<file path="config.mk">
export PLATFORM = sky130hd
export DESIGN_NAME = d2d_flit_packer
export DESIGN_NICKNAME = d
export VERILOG_FILES = /design/src/rtl/d2d_flit_packer.sv
export SDC_FILE = /design/constraint.sdc
export NUM_CORES = 1
export LEC_CHECK = 0
export CAP_MARGIN = 20
export CORE_UTILIZATION = 47
export CTS_CLUSTER_DIAMETER = 120
export DETAILED_ROUTE_END_ITERATION = 7
export HOLD_SLACK_MARGIN = 0.02
export PLACE_DENSITY = 0.77
export SETUP_SLACK_MARGIN = 0.15
export SLEW_MARGIN = 10
export SYNTH_ARGS = -nofsm -noshare
export SYNTH_HDL_FRONTEND = slang
export SYNTH_SLANG_ARGS = --single-unit
</file>
<file path="constraint.sdc">
create_clock -name clock -period 1.42 [get_ports clock]
set_input_delay 0.284 -clock clock [delete_from_list [all_inputs] [get_ports clock]]
set_output_delay 0.284 -clock clock [all_outputs]
set_load 0.05 [all_outputs]
</file>
<file path="src/rtl/d2d_flit_packer.sv">
// d2d_flit_packer: serialises a 16-bit address / 32-bit data transaction into
// four 16-bit flits (HDR, DATA hi, DATA lo, CHK) for a die-to-die link.
//
// state | meaning
// ------+------------------------------------------------------------
// IDLE  | no transaction held, ready to accept
// HDR   | presenting header flit (captured address)
// DHI   | presenting upper data half
// DLO   | presenting lower data half
// CHK   | presenting checksum flit, last of the transaction; can accept next
module d2d_flit_packer #(
  parameter int CNT_W = 8
) (
  input  logic             clock,
  input  logic             reset,
  input  logic [31:0]      inData,
  input  logic [15:0]      inAddr,
  input  logic             inValid,
  output logic             inReady,
  output logic [15:0]      flitData,
  output logic [1:0]       flitKind,
  output logic             flitLast,
  output logic             flitValid,
  input  logic             flitReady,
  output logic [CNT_W-1:0] txCount
);

  typedef enum logic [2:0] {
    S_IDLE = 3'd0,
    S_HDR  = 3'd1,
    S_DHI  = 3'd2,
    S_DLO  = 3'd3,
    S_CHK  = 3'd4
  } state_t;

  localparam logic [1:0] KIND_HDR  = 2'd0;
  localparam logic [1:0] KIND_DATA = 2'd1;
  localparam logic [1:0] KIND_CHK  = 2'd2;

  state_t           state_q, state_d;
  logic [15:0]      addr_q;
  logic [31:0]      data_q;
  logic [15:0]      chk_q;
  logic [CNT_W-1:0] cnt_q, cnt_d;
  logic             in_hs;
  logic             chk_hs;

  // Ready is held low during reset so nothing is accepted while the block is cleared.
  always_comb begin
    inReady = reset && ((state_q == S_IDLE) || ((state_q == S_CHK) && flitReady));
    in_hs   = inValid && inReady;
    chk_hs  = (state_q == S_CHK) && flitReady;
  end

  // Next-state logic; the CHK handshake can chain straight into the next HDR.
  always_comb begin
    state_d = state_q;
    case (state_q)
      S_IDLE:  if (inValid)   state_d = S_HDR;
      S_HDR:   if (flitReady) state_d = S_DHI;
      S_DHI:   if (flitReady) state_d = S_DLO;
      S_DLO:   if (flitReady) state_d = S_CHK;
      S_CHK:   if (flitReady) state_d = inValid ? S_HDR : S_IDLE;
      default: state_d = S_IDLE;
    endcase
  end

  // Flit outputs depend only on state and captured registers, never on live inputs.
  always_comb begin
    flitValid = 1'b0;
    flitData  = 16'h0000;
    flitKind  = KIND_HDR;
    flitLast  = 1'b0;
    case (state_q)
      S_HDR: begin
        flitValid = 1'b1;
        flitData  = addr_q;
        flitKind  = KIND_HDR;
      end
      S_DHI: begin
        flitValid = 1'b1;
        flitData  = data_q[31:16];
        flitKind  = KIND_DATA;
      end
      S_DLO: begin
        flitValid = 1'b1;
        flitData  = data_q[15:0];
        flitKind  = KIND_DATA;
      end
      S_CHK: begin
        flitValid = 1'b1;
        flitData  = chk_q;
        flitKind  = KIND_CHK;
        flitLast  = 1'b1;
      end
      default: ;
    endcase
  end

  // Completed-transaction counter wraps naturally at 2^CNT_W.
  always_comb begin
    cnt_d = cnt_q;
    if (chk_hs) cnt_d = cnt_q + {{(CNT_W-1){1'b0}}, 1'b1};
  end

  // State and counter registers; reset discards any transaction in flight.
  always_ff @(posedge clock or negedge reset) begin
    if (!reset) begin
      state_q <= S_IDLE;
      cnt_q   <= '0;
    end else begin
      state_q <= state_d;
      cnt_q   <= cnt_d;
    end
  end

  // Capture payload and precompute checksum only on an input handshake.
  always_ff @(posedge clock or negedge reset) begin
    if (!reset) begin
      addr_q <= 16'h0000;
      data_q <= 32'h0000_0000;
      chk_q  <= 16'h0000;
    end else if (in_hs) begin
      addr_q <= inAddr;
      data_q <= inData;
      chk_q  <= inAddr ^ inData[31:16] ^ inData[15:0];
    end
  end

  assign txCount = cnt_q;

endmodule

</file>
==> impl_metrics.toml <==
[layout]
post-route-util_pct = 75.71
syn_to_final_growth_pct = 56.55
drive_above_1_share_pct = 57.18
fill_cells = 471
diodes = 0
finalNetCount = 452

[power]
p_leak_nw = 2.571
ir_drop_uv = 1439
finalPower_mw = 15.35
power_density_mw_per_mm2 = 2468

[timing]
post-route-period-util_pct = 135.5
slew_headroom_pct = 37.46
fin_ws_ns = -0.5036
tns_ns = -31.60
setup_viol = 92
worstMarginPinSlew_ns = 0.9382
maxSlewViolCount = 0
rsz0062_at_grt = "yes"
fmax_mhz = 519.9
fin_skew_ns = 0.009879
finalHoldViolCount = 0
min_period_ns = 1.924

[logic_synthesis]
synth_xor_area_share_pct = 9.037
syn_area_mm2 = 0.003974
ys_ff_latch = 75
avgSynthCellArea_um2 = 14.35
synth-compound-area-share_pct = 6.077
syn_inst = 277
yosys.area_share.simple_pct = 3.778
syn_nets = 330
synth.distinct_cells = 32
yosysTopAreaCellShare_pct = 47.23
yosysWarningCount = 0
ys.flop_type = "dfrtp_1"
async_flop_share_pct = 100.0
muxShareOfSynthArea_pct = 28.12
synth_top_family_by_area = "multiplexers"
netlist.top_cell.by_area = "dfrtp_1"
synth_edf_count = 0
yosys.area_share.adder_pct = 0.3149
seq_area_frac_synth_pct = 47.23
synthTopCellsByArea = "dfrtp_1 47%, mux2_4 23%, xnor2_1 8.8%"

[die]
start_util_pct = 48.36
io_pins = 81
dieWidth_um = 93.95
coreArea_mm2 = 0.008217
num_rows = 33
die-area_mm2 = 0.008827
die_h_um = 93.95

[setup_path]
arrival_ns = 1.64
crit_path_max_fanout = 5
r2r_cells = 7
r2r_setup_slack_ns = -0.37
regToRegEndpoint = "data_q[12]"
endpoint_kind = "primary output"
worstSetupStartpointType = "register"
reg2reg_from = "state_q[2]"
critPathKind = "register to primary output"
critPathLaunch = "state_q[2]"
required_ns = 1.14

[grt]
grt_pass1_wl_um = 15330
grt_max_degree = 76
grt_usage_pct = 23.76
grt_overflow = 0
first_global_vias = 2880
antenna_found_initial = 0

[detailed_routing]
drc = 0
drt-total-wl_um = 9833
dr.pass1.iters = 4
wl_per_cell_um = 19.32
drt-initial-drc-count = 84
vias_per_cell = 5.320
ant_nets = 0
route.vias.total = 2708

[cts]
htreeDepth = 3
insertion_delay_ns = 0.36
clock-root-buffer = "clkbuf_8"
tritoncts = "built"
cts.clk_slew.worst_paths_ns = 0.08
cts.sinks = 75
cts_hold_buf = 0
cts_made_buffers = 9
clk_path_buf_depth = 2

[status]
status = "finished, violations left"
failed_checks = "setup timing"

[placement]
io_buffers = 80
dp.final_hpwl_um = 6103
place_ws_ns = -0.4873
place_congestion = 0.7652

[flow_run]
cap_violations = 0

[hold_path]
hp-class = "input port to asynchronous set/reset pin"
-- cell usage in the layout, fill, tap and decap left out, types with 4 or more instances in the layout --
cell type / n
clkbuf_8: 12
buf_6: 15
dfrtp_1: 66
xnor2_1: 39
buf_4: 27
buf_12: 28
o22ai_4: 12
mux2i_2: 11
dfrtp_2: 9
o22ai_2: 4
clkdlybuf4s50_1: 50
mux2i_1: 4
mux2_4: 65
buf_16: 8
a22oi_2: 16
-- per-layer routing --
layer  GRT usage, %  share of wire [%]  up-vias
met5              0                  0        -
met4          8.205                1.4        0
met3          4.854                3.7       12
met2          38.63                 52       67
met1          31.48                 43     1382
li1               -                  -     1247
-- through the flow --
step | instance area [um2] | hold slack, ns | instances
final | 6221 | 0.1650 | 509
after CTS | 6082 | 0.2227 | 502
after global routing | 6221 | 0.2586 | 509
after floorplan | 4297 | -0.01159 | 277
after global placement | 5490 | 0.4934 | 471
after detailed placement | 5490 | 0.4932 | 471
-- registers in the layout, indices dropped and copies added (netlist names) --
signal and count:
addr_q 16, chk_q 16, data_q 32, state_q 3, txCount 8
-- how the worst max path moves through the flow --
stage | to | slack, ns | cells past startpoint
after detailed placement | chk_q[11] | -0.49 | 5
after floorplan | flitValid | -0.19 | 2
after CTS | flitData[11] | -0.50 | 5
final | flitData[6] | -0.50 | 5
after global routing | flitData[11] | -0.57 | 5
after global placement | data_q[5] | -0.46 | 5
-- cell families after synthesis --
group                      count (synthesis)
AOI/OAI and AO/OA                         35
DFF                                       75
adders and majority gates                  1
buffers and inverters                     22
muxes                                     81
and+or+nand+nor                           22
xor gates and xnor gates                  41
-- power by group --
part	switching, mW	internal [mW]
Combinational	4.34	5.23
Clock	0.821	0.950
Sequential	0.863	3.15
-- cell type report --
cell class	instances	area, um2	area share (%)
multi-input combinational	180	2291	36.83
clock inverter	4	47.55	0.7643
clock buffer	12	165.2	2.655
timing repair buffer	130	1683	27.05
inverter	3	15.01	0.2414
sequential	75	1888	30.35
tap	105	131.4	2.112
-- synthesized netlist by cell type (2+ instances only) --
library cell and instances:
dfrtp_1 75, mux2_2 5, nand3_1 3, mux2i_1 16
mux2_4 60, and2_1 3, clkbuf_1 3, buf_12 7
buf_2 6, inv_1 3, nor2b_1 2, o22ai_1 17
and3_1 2, nand2_1 2, a22oi_1 16, nand4_1 2
xnor2_1 40
-- worst max-delay path, cell delays in order, from the launching register on --
cell and delay (ns):
dfrtp_1 0.43, nor2b_4 0.28, buf_6 0.17, a22oi_2 0.09
o22ai_4 0.15, buf_12 0.16
-- timing repair --
item	in CTS	in global routing
setup buffers	9	7
endpoints found under the setup margin	94	99
resized for setup	41	19
pin swaps	10	12
gates cloned	6	0
(Power assumes the default switching activity.)
==> variant 1: new RTL, same settings <==
Register the output `txCount` once more, with the module's reset; this adds one clock of latency there. The other outputs are not delayed to match.
--- a/src/rtl/d2d_flit_packer.sv
+++ b/src/rtl/d2d_flit_packer.sv
@@ -127,7 +127,13 @@
     end
   end
 
-  assign txCount = cnt_q;
+  always_ff @(posedge clock or negedge reset) begin
+    if (!reset) begin
+      txCount <= '0;
+    end else begin
+      txCount <= cnt_q;
+    end
+  end
 
 endmodule
 
Check against the original RTL: not equivalent (Yosys sat finds a counterexample within 10 cycles, from zero or initial values and one cycle with reset low).
==> variant 1 against the original RTL <==
  * The flow still finishes with violations (setup timing)
  * Sequential cell count increased by 8
  * Power increased by 1.5%
  * Utilization decreased by 1.8 points
  * Critical path depth increased by 1
  * Fmax decreased by 6.3%
  * Routed wire length increased by 5.3%
  * Area after synthesis increased by 5.2%
  * Worst setup slack got worse by 130 ps
  * Final area increased by 3.1%
==> variant 1: results <==
[yosys]
synth_cell_types = 34
synth_nets = 341
yosysSeqAreaShare_pct = 49.7
synth_common_cells = 83 x dfrtp_1, 60 x mux2_4, 38 x xnor2_1, 17 x o22ai_1

[route]
wl_met3_um = 394
wl_met1_um = 4560
vias = 2819
wl_met2_um = 5180
drt_iter0_markers = 64
drt_wl_total_um = 10400

[sta]
setup_ws_ps = -634
finalSetupViolCount = 93
relSlewSlack_pct = 70.9
clock_skew_ps = 13.7

[cells_and_area]
fillers = 551
layout-drive-gt1-share_pct = 51.2
final_cells = 514
nets = 457

[critical_path]
crit_arrival_ps = 1770
cpLargestDelayFamily = buffers and inverters

[run_status]
status = finished with violations
violations = setup timing

[pwr]
max-vdd-ir-drop_uv = 1510
power_leakage_nw = 2.68

[global_routing]
grt_max_degree = 84
track_usage_pct = 23.8
grt_pass1_wl_um = 15900

[placement]
place_area_um2 = 5710
placed_cells = 479
dpl.hpwl_um = 6130
io_buffers = 80
place.gp.congestion = 0.785

[clock_tree]
cts_buffers = 9

[min_path]
holdCritPathClass = flop to flop
==> variant 1: path summary, 6_finish.rpt <==
path                            slack (ps)  depth (start not counted)  startpoint      endpoint
worst max-delay path                  -630                          6  state_q[2]  flitData[15]
worst min-delay path                   410                          0    cnt_q[7]    txCount[7]
worst max register to register        -560                          8  state_q[2]      chk_q[0]
worst min register to register         410                          0    cnt_q[7]    txCount[7]
max in group asynchronous              460                          3       reset    state_q[1]
min in group asynchronous              600                          3       reset     chk_q[14]
==> variant 1: per-layer routing <==
layer / vias to the layer above / GRT usage [%]
met2: 81 / 38.4
met3: 21 / 3.95
li1: 1266 / -
met5: - / 0
met1: 1451 / 31.6
met4: 0 / 10.7
==> variant 1: what timing repair did <==
action	4_1_cts	5_1_grt
hold buffers	1	0
setup buffers	13	3
hold endpoints to repair	26	0
cloned	4	1
resized for setup	38	12
setup endpoints to repair	93	96
pin swaps	14	13
==> variant 1: final cells by class <==
cell class | count | area (um^2) | area share (%)
Clock buffer | 10 | 138 | 2.15
Tap cell | 108 | 135 | 2.11
Timing Repair Buffer | 123 | 1710 | 26.6
Multi-Input combinational cell | 184 | 2320 | 36.2
Clock inverter | 3 | 17.5 | 0.273
Sequential cell | 83 | 2080 | 32.4
Inverter | 3 | 15.0 | 0.234
==> variant 1: cell families (layout without fill, tap and decap cells) <==
group                      count (synthesis)  count (layout)  share of synthesized area [%]
buffers and inverters                     21             139                           5.03
and+or+nand+nor                           27              27                           4.13
AOI/OAI and AO/OA                         35              35                           5.78
xor gates and xnor gates                  41              41                           8.59
muxes                                     80              80                           26.5
DFF                                       83              83                           49.7
adders and majority gates                  1               1                          0.299
==> variant 1: stage by stage <==
stage               TNS (ps)  hold WS (ps)  setup slack [ps]
floorplan             -12730         -11.6              -177
finish                -44370           408              -634
global placement      -42900           386              -668
CTS                   -36330           404              -589
global route          -47670           427              -658
detailed placement    -43300           389              -717
==> variant 1: power breakdown <==
part	internal [mW]	switching (mW)	total, mW
registers	3.39	0.789	4.18
clock network	0.648	0.821	1.47
logic	5.37	4.57	9.94
==> variant 2: new RTL, same settings <==
Made on the original files. Make the reset (`reset`) synchronous in 2 clocked blocks.
--- a/src/rtl/d2d_flit_packer.sv
+++ b/src/rtl/d2d_flit_packer.sv
@@ -104,7 +104,7 @@
   end
 
   // State and counter registers; reset discards any transaction in flight.
-  always_ff @(posedge clock or negedge reset) begin
+  always_ff @(posedge clock) begin
     if (!reset) begin
       state_q <= S_IDLE;
       cnt_q   <= '0;
@@ -115,7 +115,7 @@
   end
 
   // Capture payload and precompute checksum only on an input handshake.
-  always_ff @(posedge clock or negedge reset) begin
+  always_ff @(posedge clock) begin
     if (!reset) begin
       addr_q <= 16'h0000;
       data_q <= 32'h0000_0000;
Check against the original RTL: differs if reset is asserted again (counterexample within 4 cycles, from zero or initial values and one cycle with reset low); with reset held inactive, the same outputs for 10 cycles.
==> variant 2 against the original RTL <==
  * The flow still finishes with violations (setup timing)
  * Synthesized cell count is 55% higher
  * Count of clock-buffer cells in the layout up 1
  * Area after synthesis shrank 6.0%
  * First-iteration DRC count increased by 4.8%
  * Sequential cell count unchanged
  * Utilization grew 1.6 points
  * Highest routed layer unchanged
  * Worst hold slack gained 290 ps
  * Critical path type unchanged
  * Via count up 22%
  * Routed wire length is 0.48% lower
  * Worst setup slack got worse by 39 ps
  * Final area shrank 4.5%
  * Register-to-register slack gained 160 ps
Power is not compared: it rests on default switching activity, and its combinational part moved more than twofold at a synthesized area within 25%.
==> variant 2: results <==
[cells_and_area]
fillers = 510
layout-drive-gt1-share_pct = 31.7
final_cells = 642
nets = 588
antennaDiodeCount = 0

[sta]
setup_ws_ps = -542
clock_skew_ps = 11.9
finalSetupViolCount = 90
tightestPinTransition_ps = 291

[global_routing]
grt_pass1_vias = 3434
grt_max_degree = 50
track_usage_pct = 23.6
met1_usage_pct = 27.0
grt_pass1_wl_um = 15500
met2_usage_pct = 42.6
antenna_found_initial = 0
gr-usage-met3_pct = 3.85

[placement]
place.gp.congestion = 0.784
dpl.hpwl_um = 6390
placed_cells = 615

[critical_path]
crit_fanout = 7
r2r-start = state_q[0]
slowest_stage = dfxtp_4
cp_slowest_stage_delay_ps = 390
crit_arrival_ps = 1680

[route]
wl_met1_um = 4000
wl_met2_um = 5210
viasPerCell = 5.13
drt_iter0_markers = 88
wl_met3_um = 421
drt-wirelength-per-cell_um = 15.2

[min_path]
hp-start = data_q[9]
holdCritPathClass = flop to flop

[yosys]
synth_common_cells = 85 x nand2_1, 75 x dfxtp_1, 66 x mux2i_1, 51 x inv_1, 33 x xnor2_1
synth_warnings = 0
synth_nets = 482
synth_cell_types = 36
syn_inst = 429
async_flop_share_pct = 0
ys.flop_type = dfxtp_1
synth_area_leaders = dfxtp_1 40%, mux2i_1 18%, nand2_1 8.5%, xnor2_1 7.7%, inv_1 5.1%
yosysSeqAreaShare_pct = 40.2

[clock_tree]
clockRootBuffer = clkbuf_8
clk_path_buf_depth = 2

[run_status]
status = finished with violations
violations = setup timing

[pwr]
power_leakage_nw = 2.71
## variant 2: worst paths after layout
path / slack (ps) / end / cells past startpoint
max: -540 / flitData[13] / 5
min: 460 / data_q[9] / 2
max reg2reg: -210 / txCount[2] / 5
min reg2reg: 460 / data_q[9] / 2
## variant 2: where the power goes
| part | internal [mW] | switching, mW |
|---|---|---|
| sequential | 2.29 | 0.114 |
| clock | 0.969 | 0.787 |
| combinational | 0.789 | 0.694 |
| total | 4.05 | 1.59 |
## variant 2: logic make-up (layout without fill, tap and decap cells)
family	count (synthesis)	after routing	share of synthesized area (%)
compound gates	46	46	7.67
xor+xnor	35	35	8.21
fa+ha+maj	1	1	0.335
buf+inv	80	191	8.34
flops	75	75	40.2
mux	82	82	22.5
simple gates	110	110	12.8
## variant 2: tightest hold or removal path: stages (launching register included)
cell and delay, ps:
dfxtp_1 310, nand2_1 50, mux2i_1 50
## variant 2: through the flow
step	TNS, ps	area, um^2	worst slack, ps
after detailed placement	-29060	5340	-438
after global placement	-24960	5340	-352
after global routing	-23350	5940	-593
after CTS	-17440	5750	-557
after floorplan	-1930	4120	-144
final	-16460	5940	-542
## variant 2: repair_timing
item / 4_1_cts / 5_1_grt
gates resized for setup: 44 / 22
setup endpoints to repair: 95 / 95
buffers inserted: 2 / 8
pin swaps: 9 / 5
cloned: 0 / 1
## variant 2: final cells by class
type | count | area (um^2) | share of cell area [%]
multi-input combinational | 274 | 2280 | 38.4
sequential | 75 | 1520 | 25.7
inverter | 53 | 214 | 3.60
clock inverter | 3 | 43.8 | 0.737
tap | 102 | 128 | 2.15
timing repair buffer | 122 | 1580 | 26.6
clock buffer | 13 | 170 | 2.86
